**src/rtl/pe_requant_pack_pkg.sv**
```systemverilog
// Shared constants and helpers for the PE requantize-and-pack block.
// The QUANT_RELU_EN macro (see requant_lane) changes the lower clamp bound.
package pe_requant_pack_pkg;

  localparam int IN_BITS    = 32;
  localparam int MULT_BITS  = 16;
  localparam int SHIFT_BITS = 6;
  localparam int ACT_BITS   = 8;
  localparam int LANES      = 8;
  localparam int OUT_BITS   = LANES * ACT_BITS;
  localparam int LANE_BITS  = $clog2(LANES);
  localparam int PROD_BITS  = 49;
  localparam int MAX_SHIFT  = 47;

  // One guard bit for the rounding add, one more for the zero-point add.
  localparam int R_BITS = PROD_BITS + 1;
  localparam int Q_BITS = PROD_BITS + 2;

  localparam logic signed [Q_BITS-1:0] CLAMP_LO = '0;
  localparam logic signed [Q_BITS-1:0] CLAMP_HI = Q_BITS'(255);

  function automatic logic [SHIFT_BITS-1:0] sat_shift(input logic [SHIFT_BITS-1:0] s);
    return (s > SHIFT_BITS'(MAX_SHIFT)) ? SHIFT_BITS'(MAX_SHIFT) : s;
  endfunction

endpackage

```
**src/rtl/requant_lane.sv**
```systemverilog
// Three-stage requantizer: scale multiply, rounding shift, zero-point add and clamp.
// Define QUANT_RELU_EN to clamp at zero_point instead of 0 (quantized ReLU).
module requant_lane
  import pe_requant_pack_pkg::*;
(
  input  logic                  clk,
  input  logic                  reset,
  input  logic                  valid_i,
  input  logic                  flush_i,
  input  logic [IN_BITS-1:0]    sum_i,
  input  logic [MULT_BITS-1:0]  scale_mult_i,
  input  logic [SHIFT_BITS-1:0] scale_shift_i,
  input  logic [ACT_BITS-1:0]   zero_point_i,
  output logic                  valid_o,
  output logic                  flush_o,
  output logic [ACT_BITS-1:0]   byte_o,
  output logic                  busy_o
);

  logic                      s1_valid_q, s2_valid_q, s3_valid_q;
  logic                      s1_flush_q, s2_flush_q, s3_flush_q;
  logic signed [PROD_BITS-1:0] prod_d, prod_q;
  logic signed [R_BITS-1:0]  rnd, biased, r_d, r_q;
  logic signed [Q_BITS-1:0]  zp_ext, lo, q;
  logic [ACT_BITS-1:0]       byte_d, byte_q;
  logic [SHIFT_BITS-1:0]     shift_eff;

  // S1: the multiplier is zero-extended so the product stays signed.
  assign prod_d = PROD_BITS'($signed(sum_i)) * PROD_BITS'($signed({1'b0, scale_mult_i}));

  assign shift_eff = sat_shift(scale_shift_i);

  always_comb begin
    // NOTE: every combinational output gets a default first, so no path can infer a latch.
    rnd = '0;
    if (shift_eff != '0) begin
      rnd = R_BITS'(1) << (shift_eff - SHIFT_BITS'(1));
    end
    biased = {prod_q[PROD_BITS-1], prod_q} + rnd;
    r_d    = biased >>> shift_eff;
  end

  always_comb begin
    zp_ext = {{(Q_BITS-ACT_BITS){1'b0}}, zero_point_i};
`ifdef QUANT_RELU_EN
    lo = zp_ext;
`else
    lo = CLAMP_LO;
`endif
    q      = {r_q[R_BITS-1], r_q} + zp_ext;
    byte_d = q[ACT_BITS-1:0];
    if (q < lo) begin
      byte_d = lo[ACT_BITS-1:0];
    end else if (q > CLAMP_HI) begin
      byte_d = CLAMP_HI[ACT_BITS-1:0];
    end
  end

  always_ff @(posedge clk) begin
    // NOTE: sequential state uses non-blocking assignments so every stage samples pre-edge values.
    if (reset) begin
      s1_valid_q <= 1'b0;
      s2_valid_q <= 1'b0;
      s3_valid_q <= 1'b0;
      s1_flush_q <= 1'b0;
      s2_flush_q <= 1'b0;
      s3_flush_q <= 1'b0;
    end else begin
      s1_valid_q <= valid_i;
      s2_valid_q <= s1_valid_q;
      s3_valid_q <= s2_valid_q;
      s1_flush_q <= flush_i;
      s2_flush_q <= s1_flush_q;
      s3_flush_q <= s2_flush_q;
    end
  end

  // NOTE: datapath registers have no reset; the valid bits above qualify their contents.
  always_ff @(posedge clk) begin
    prod_q <= prod_d;
    r_q    <= r_d;
    byte_q <= byte_d;
  end

  assign valid_o = s3_valid_q;
  assign flush_o = s3_flush_q;
  assign byte_o  = byte_q;
  assign busy_o  = s1_valid_q | s2_valid_q | s3_valid_q |
                   s1_flush_q | s2_flush_q | s3_flush_q;

endmodule

```
**src/rtl/pe_requant_pack.sv**
```systemverilog
// Requantizes PE accumulator results to bytes and packs eight per 64-bit word.
// Optional QUANT_RELU_EN (in requant_lane) raises the lower clamp to zero_point.
module pe_requant_pack
  import pe_requant_pack_pkg::*;
(
  input  logic                  clk,
  input  logic                  reset,
  input  logic                  valid_in,
  input  logic [IN_BITS-1:0]    sum_in,
  input  logic                  flush,
  input  logic [MULT_BITS-1:0]  scale_mult,
  input  logic [SHIFT_BITS-1:0] scale_shift,
  input  logic [ACT_BITS-1:0]   zero_point,
  input  logic                  out_ready,
  output logic                  out_valid,
  output logic [OUT_BITS-1:0]   out_data,
  output logic                  overflow,
  output logic                  busy
);

  logic                 s3_valid, s3_flush, lane_busy;
  logic [ACT_BITS-1:0]  s3_byte;

  logic [LANE_BITS-1:0] lane_cnt_d, lane_cnt_q;
  logic [LANE_BITS:0]   cnt_sum;
  logic [OUT_BITS-1:0]  word_d, word_q, word_w;
  logic                 word_done, load;

  logic                 out_valid_d, out_valid_q;
  logic [OUT_BITS-1:0]  out_data_d, out_data_q;
  logic                 overflow_d, overflow_q;

  requant_lane u_lane (
    .clk           (clk),
    .reset         (reset),
    .valid_i       (valid_in),
    .flush_i       (flush),
    .sum_i         (sum_in),
    .scale_mult_i  (scale_mult),
    .scale_shift_i (scale_shift),
    .zero_point_i  (zero_point),
    .valid_o       (s3_valid),
    .flush_o       (s3_flush),
    .byte_o        (s3_byte),
    .busy_o        (lane_busy)
  );

  // Packer: the current element is merged before a flush closes the word.
  always_comb begin
    word_w = word_q;
    if (s3_valid) begin
      word_w[{lane_cnt_q, 3'b000} +: ACT_BITS] = s3_byte;
    end
    cnt_sum   = {1'b0, lane_cnt_q} + {{LANE_BITS{1'b0}}, s3_valid};
    word_done = (s3_valid && (lane_cnt_q == LANE_BITS'(LANES - 1))) ||
                (s3_flush && (cnt_sum != '0));
    lane_cnt_d = word_done ? '0 : cnt_sum[LANE_BITS-1:0];
    word_d     = word_done ? '0 : word_w;
  end

  // Holding register: no backpressure upstream, so a blocked word is dropped and flagged.
  always_comb begin
    load        = word_done && (!out_valid_q || out_ready);
    out_valid_d = out_valid_q;
    out_data_d  = out_data_q;
    overflow_d  = overflow_q;
    if (load) begin
      out_valid_d = 1'b1;
      out_data_d  = word_w;
    end else if (word_done) begin
      overflow_d = 1'b1;
    end else if (out_valid_q && out_ready) begin
      out_valid_d = 1'b0;
    end
  end

  always_ff @(posedge clk) begin
    if (reset) begin
      lane_cnt_q  <= '0;
      word_q      <= '0;
      out_valid_q <= 1'b0;
      out_data_q  <= '0;
      overflow_q  <= 1'b0;
    end else begin
      lane_cnt_q  <= lane_cnt_d;
      word_q      <= word_d;
      out_valid_q <= out_valid_d;
      out_data_q  <= out_data_d;
      overflow_q  <= overflow_d;
    end
  end

  assign out_valid = out_valid_q;
  assign out_data  = out_data_q;
  assign overflow  = overflow_q;
  assign busy      = lane_busy | (lane_cnt_q != '0);

endmodule

```
**config.mk**
```make
export PLATFORM = sky130hd
export DESIGN_NAME = pe_requant_pack
export DESIGN_NICKNAME = d
export VERILOG_FILES = /design/src/rtl/pe_requant_pack_pkg.sv /design/src/rtl/requant_lane.sv /design/src/rtl/pe_requant_pack.sv
export SDC_FILE = /design/constraint.sdc
export NUM_CORES = 2
export LEC_CHECK = 0
export CORE_MARGIN = 4
export CORE_UTILIZATION = 51
export CTS_CLUSTER_DIAMETER = 150
export DETAILED_ROUTE_END_ITERATION = 10
export PLACE_DENSITY_LB_ADDON = 0.25
export SYNTH_ARGS = -nofsm -noshare
export SYNTH_HDL_FRONTEND = slang
export SYNTH_SLANG_ARGS = --single-unit
export TNS_END_PERCENT = 50
```
**constraint.sdc**
```tcl
create_clock -name clk -period 9 [get_ports clk]
set_input_delay 0.9 -clock clk [delete_from_list [all_inputs] [get_ports clk]]
set_output_delay 0.9 -clock clk [all_outputs]
set_load 0.01 [all_outputs]
```
After elaboration in Yosys (flattened, before gate mapping)
Index checks and enable logic that the tools add are counted.
{"block": "totals", "word_cells": 58, "reg_bits": 246, "out_inout_bits": 67}
{"block": "op_classes", "multipliers": 1, "order_cmp": 3, "n_mux": 8, "add_sub_neg": 5, "eq_ne": 2, "shift": 4, "reduce_logical": 14, "n_bitwise": 7}
{"cell": "bitwise mux 64 bit", "count": 1}
{"cell": "2-to-1 mux 64 bit", "count": 1}
{"cell": "variable shift 8 x 8 -> 64 bit (first input constant)", "count": 1}
{"cell": "indexed part select 8 x 8 -> 64 bit", "count": 1}
{"cell": "adder 50 x 9 -> 51 bit", "count": 1}
{"cell": "greater-than comparator 51 x 9 -> 1 bit (second input constant)", "count": 1}
{"cell": "less-than comparator 51 x 1 -> 1 bit (second input constant)", "count": 1}
{"cell": "adder 50 bit", "count": 1}
{"cell": "2-to-1 mux 50 bit", "count": 1}
{"cell": "<< shifter 1 x 6 -> 50 bit (first input constant)", "count": 1}
{"cell": ">>> shifter 50 x 6 -> 50 bit", "count": 1}
{"cell": "multiplier 32 x 17 -> 49 bit", "count": 1}
{"cell": "2-to-1 mux 8 bit", "count": 1}
{"cell": "negator 6 -> 8 bit", "count": 1}
{"cell": "greater-than comparator 6 bit (second input constant)", "count": 1}
{"cell": "2-to-1 mux 6 bit", "count": 1}
{"cell": "OR 1 bit", "count": 6}
{"cell": "nonzero test 6 bit", "count": 1}
{"cell": "subtractor 6 x 1 -> 6 bit (second input constant)", "count": 1}
{"cell": "adder 3 x 1 -> 4 bit", "count": 1}
{"cell": "logical AND 1 bit", "count": 4}
{"cell": "AND reduction 2 bit", "count": 2}
{"cell": "nonzero test 4 bit", "count": 1}
{"cell": "== test 3 bit (second input constant)", "count": 1}
{"cell": "other kinds (8)", "count": 11}

Depth between registers and ports, before layout
{"block": "depth", "depth_word": 7, "ltp_mapped": 26, "mapped_depth_nobuf": 25}

Hierarchy
A second synthesis with hierarchy kept.
{"block": "unflattened", "cells_unflattened": 4171, "hier_area_um2": 35068.6}
{"module": "requant_lane", "cells_per_inst": 3690, "seq_area_each_um2": 2262.2, "instances": 1, "area_each_um2": 30005.0}
{"module": "pe_requant_pack", "cells_per_inst": 481, "seq_area_each_um2": 2662.6, "instances": 1, "area_each_um2": 5063.6}

Worst setup path after synthesis
OpenSTA, ideal clock, no wires.
{"block": "synth_timing", "path_type": "input to register", "startpoint": "input port scale_mult[2]", "endpoint": "register u_lane.prod_q[45]", "setup_ns": 0.126, "cell_stages": 25, "setup_slack_ns": 1.603, "n_path_buf": 1, "arrival_ns": 7.271, "path_cell_list": "clkbuf_1 and2_1 fa_1 inv_1 fa_1 fa_1 fa_1 inv_1 fa_1 inv_1 fa_1 inv_1 ha_1 and3_1 and2_1 a311oi_1 nor3_1 a2111oi_2 o31ai_1 a2111o_1 a221oi_4 o21bai_1 a21oi_1 o211ai_1 xor2_1"}
{"block": "synth_via", "elab_chain_len": 1}
{"item": "start, declared", "line_no": "pe_requant_pack.sv:11", "source": "input logic [MULT_BITS-1:0] scale_mult,"}
{"item": "multiplier 32 x 17 -> 49 bit", "line_no": "requant_lane.sv:29", "source": "assign prod_d = PROD_BITS'($signed(sum_i)) * PROD_BITS'($signed({1'b0, scale_mult_i}));"}
{"item": "via u_lane.prod_d[45]", "line_no": "requant_lane.sv:22", "source": "logic signed [PROD_BITS-1:0] prod_d, prod_q;"}
{"item": "end signal, assigned", "line_no": "requant_lane.sv:80", "source": "prod_q <= prod_d;"}
{"item": "end, declared", "line_no": "requant_lane.sv:22"}
The timed path passes the listed nets, and every way through them passes these cells.
A chain may end at the register's enable or synchronous reset.

Worst setup path in the final report
Same ends and word-level chain as after synthesis.

==> run metrics <==
status=finished clean; critical hold path startpoint=u_lane.s2_valid_q; CTS tree=built; crit path DAT=8.42 ns; total congestion overflow=0; Period Utilization, post-route=88.9%; min Tclk post-route=8.00 ns; drt via density=5.70; Synth Area in Compound Gates=14.5%; hold buffers post-CTS=0; PostCTS Resize Cnt=0; port bufs=133; FFs w/ async S/R, synth=0%; GR peak layer=met2; wire per inst=18.3 µm; Chip Height=265 µm; # nets final=4756; Max Buffers Root-to-Sink=3; Pre-antenna DRT Iters=6; count of cell types in the netlist=108; Relative slew margins=32.2%; slowest stage delay, CP=0.83 ns; Yosys top cell by area=fa_1; M3 GR Usage=2.57%; Final Setup Violations=0; final hold violations=0; Fin Clk Skew=0.0144 ns; die width=265 µm; worst hold path type=flop to flop; number of flops mapped to enable cells by yosys=0; Main synth FF type=dfxtp_1; Cells after Synth=4015; commonest non-fill, non-tap cell in the layout=inv_1; vias in the first global route=28400; reg-to-reg slack, setup=4.32 ns; Startpoint Class=input port; CTS H-tree lvls=1; RD Place Congestion=0.974; worst skew pair latency=0.55 ns; TritonCTS Sinks=246; WHS Endpoint=u_lane.valid_o; Worst R2R Start=u_lane.prod_q[14]; Ant. Diodes=0; Starting Density=51.8%; Core Region=64900 µm²; Max Fclk=0.125 GHz; Synth Area in XOR/XNOR=2.29%; post-route setup TNS=0 ns; max_cap viols=0; Worst Tran Pin Value=1.01 ns; Yosys warnings=0; Root Driver=clkbuf_16; DIE AREA=70100 µm²; IO Count=134; Routed Antenna Nets=0; Worst Setup Path Type=input port to flop; M2 GR Usage=43.1%; M1 GR Usage=34.2%; Routed WL=89600 µm; first-pass GRT wire length=148000 µm; Post-Synth Adder-Cell Area=35.9%; Synth Area in Simple Gates=18.8%; clk slew on worst S/H paths=0.07 ns; largest net degree at the start of global routing=93; initial antenna violation count=0; largest cells by area after synthesis=fa_1 29%, dfxtp_1 15%, inv_1 6.9%, ha_1 6.7%, nand2_1 5.1%; Hold Path Cell Cnt=1; layout cell share with drive strength beyond 1=4.76%; largest family of logic cells by synthesized area=adder cells; initial DRC count=2321; Post-DP HPWL=72300 µm; reg2reg end=u_lane.r_q[9]; synthesized area per cell=8.38 µm²; mux contribution to synthesized area=4.37%; FF-to-FF path depth=12; RSZ-0062 raised after global routing=false; P&R area growth vs syn=8.82%; DRC errors left=0; crit path capture type=flop; CP Max Fanout=20; slowest CP cell=clkdlybuf4s50_1; register area share after synthesis=14.6%; WP data required=9.42 ns; Critical Path Start=scale_mult[2]; global-route usage over all layers=25.5%; synthesized area=33600 µm²; most frequent cells in the layout=617 x inv_1, 491 x fa_1, 460 x nand2_1; postcts setup bufs=0; CP most frequent cell=fa_1; vias post-DR=27900; Slew Limit Fails=0; flops & latches, synth=246; # rows=93; Yosys top cell area share=29.2%; cts bufs inserted=24
[sequential cells by signal (all words and copies together), names as in the netlist]
signal,flops
u_lane.byte_o,8
u_lane.s1_valid_q,1
out_valid,1
u_lane.s2_flush_q,1
overflow,1
lane_cnt_q,3
u_lane.s2_valid_q,1
u_lane.valid_o,1
u_lane.r_q,50
word_q,64
u_lane.flush_o,1
u_lane.prod_q,49
u_lane.s1_flush_q,1
out_data,64
[final cells by class]
class	instances	area [µm²]
tap	855	1070
timing repair buffer	201	1840
fill	6013	28300
multi-input combinational	2929	25600
sequential	246	4920
clock inverter	15	274
clock buffer	29	639
inverter	617	2320
[cells by family (layout without fill, tap and decap cells)]
group,count (synthesis),in the layout
AOI/OAI and AO/OA,708,708
xor gates and xnor gates,88,88
adders and majority gates,670,670
buffers and inverters,841,862
DFF,246,246
muxes,138,138
other,1,2
and+or+nand+nor,1323,1323
[worst max-delay path by stage]
stage | endpoint | slack, ns
6_report | u_lane.prod_q[45] | 1.0
5_1_grt | u_lane.prod_q[45] | 0.53
4_1_cts | u_lane.prod_q[45] | 1.00
3_5_place_dp | u_lane.prod_q[45] | 0.46
3_3_place_gp | u_lane.prod_q[45] | 0.63
2_1_floorplan | u_lane.prod_q[45] | 1.60
[layer usage]
layer	up-vias	share of wire [%]	routed length, µm
met5	-	0	0
met4	0	4.1	3710
met3	233	6.0	5370
met2	1035	47	42000
met1	13500	43	38500
li1	13100	-	-
[synthesized netlist by cell type (19+ instances only)]
master    count
nor2b_1      19
nand2b_1     25
xnor2_1      70
o22ai_1      21
nor3_1       58
o21ai_0      98
fa_1        491
nand3_1      71
and3_1       39
a21oi_1     177
dfxtp_1     246
nand4_1      29
inv_1       617
o21a_1       23
clkbuf_1    182
a21o_1       53
mux2i_1     115
a31oi_1      30
nor2_1      305
and2_1      243
ha_1        179
a211oi_1    104
o211ai_1     23
nand2_1     460
[critical path, delay by kind of cell]
family | cells | cell delay (ns)
adder cells (fa/ha/maj) | 7 | 3.34
buffers and inverters | 5 | 1.32
XOR/XNOR | 1 | 0.16
AO/OA/AOI/OAI | 9 | 2.33
AND/OR/NAND/NOR | 3 | 0.36
[stage by stage]
step	worst slack [ns]	utilization (%)	instances	instance area, µm²	hold WS (ns)
after floorplan	1.60	-	4016	33600	0.438
after global placement	0.629	55.0	4848	35700	0.456
after detailed placement	0.461	55.0	4848	35700	0.460
after CTS	1.00	56.4	4892	36600	0.476
after global routing	0.530	56.4	4892	36600	0.484
final	0.997	56.4	4892	36600	0.477
Power is not shown: default switching activity piles up to over one toggle a cycle in this logic, so the estimate is an artifact.
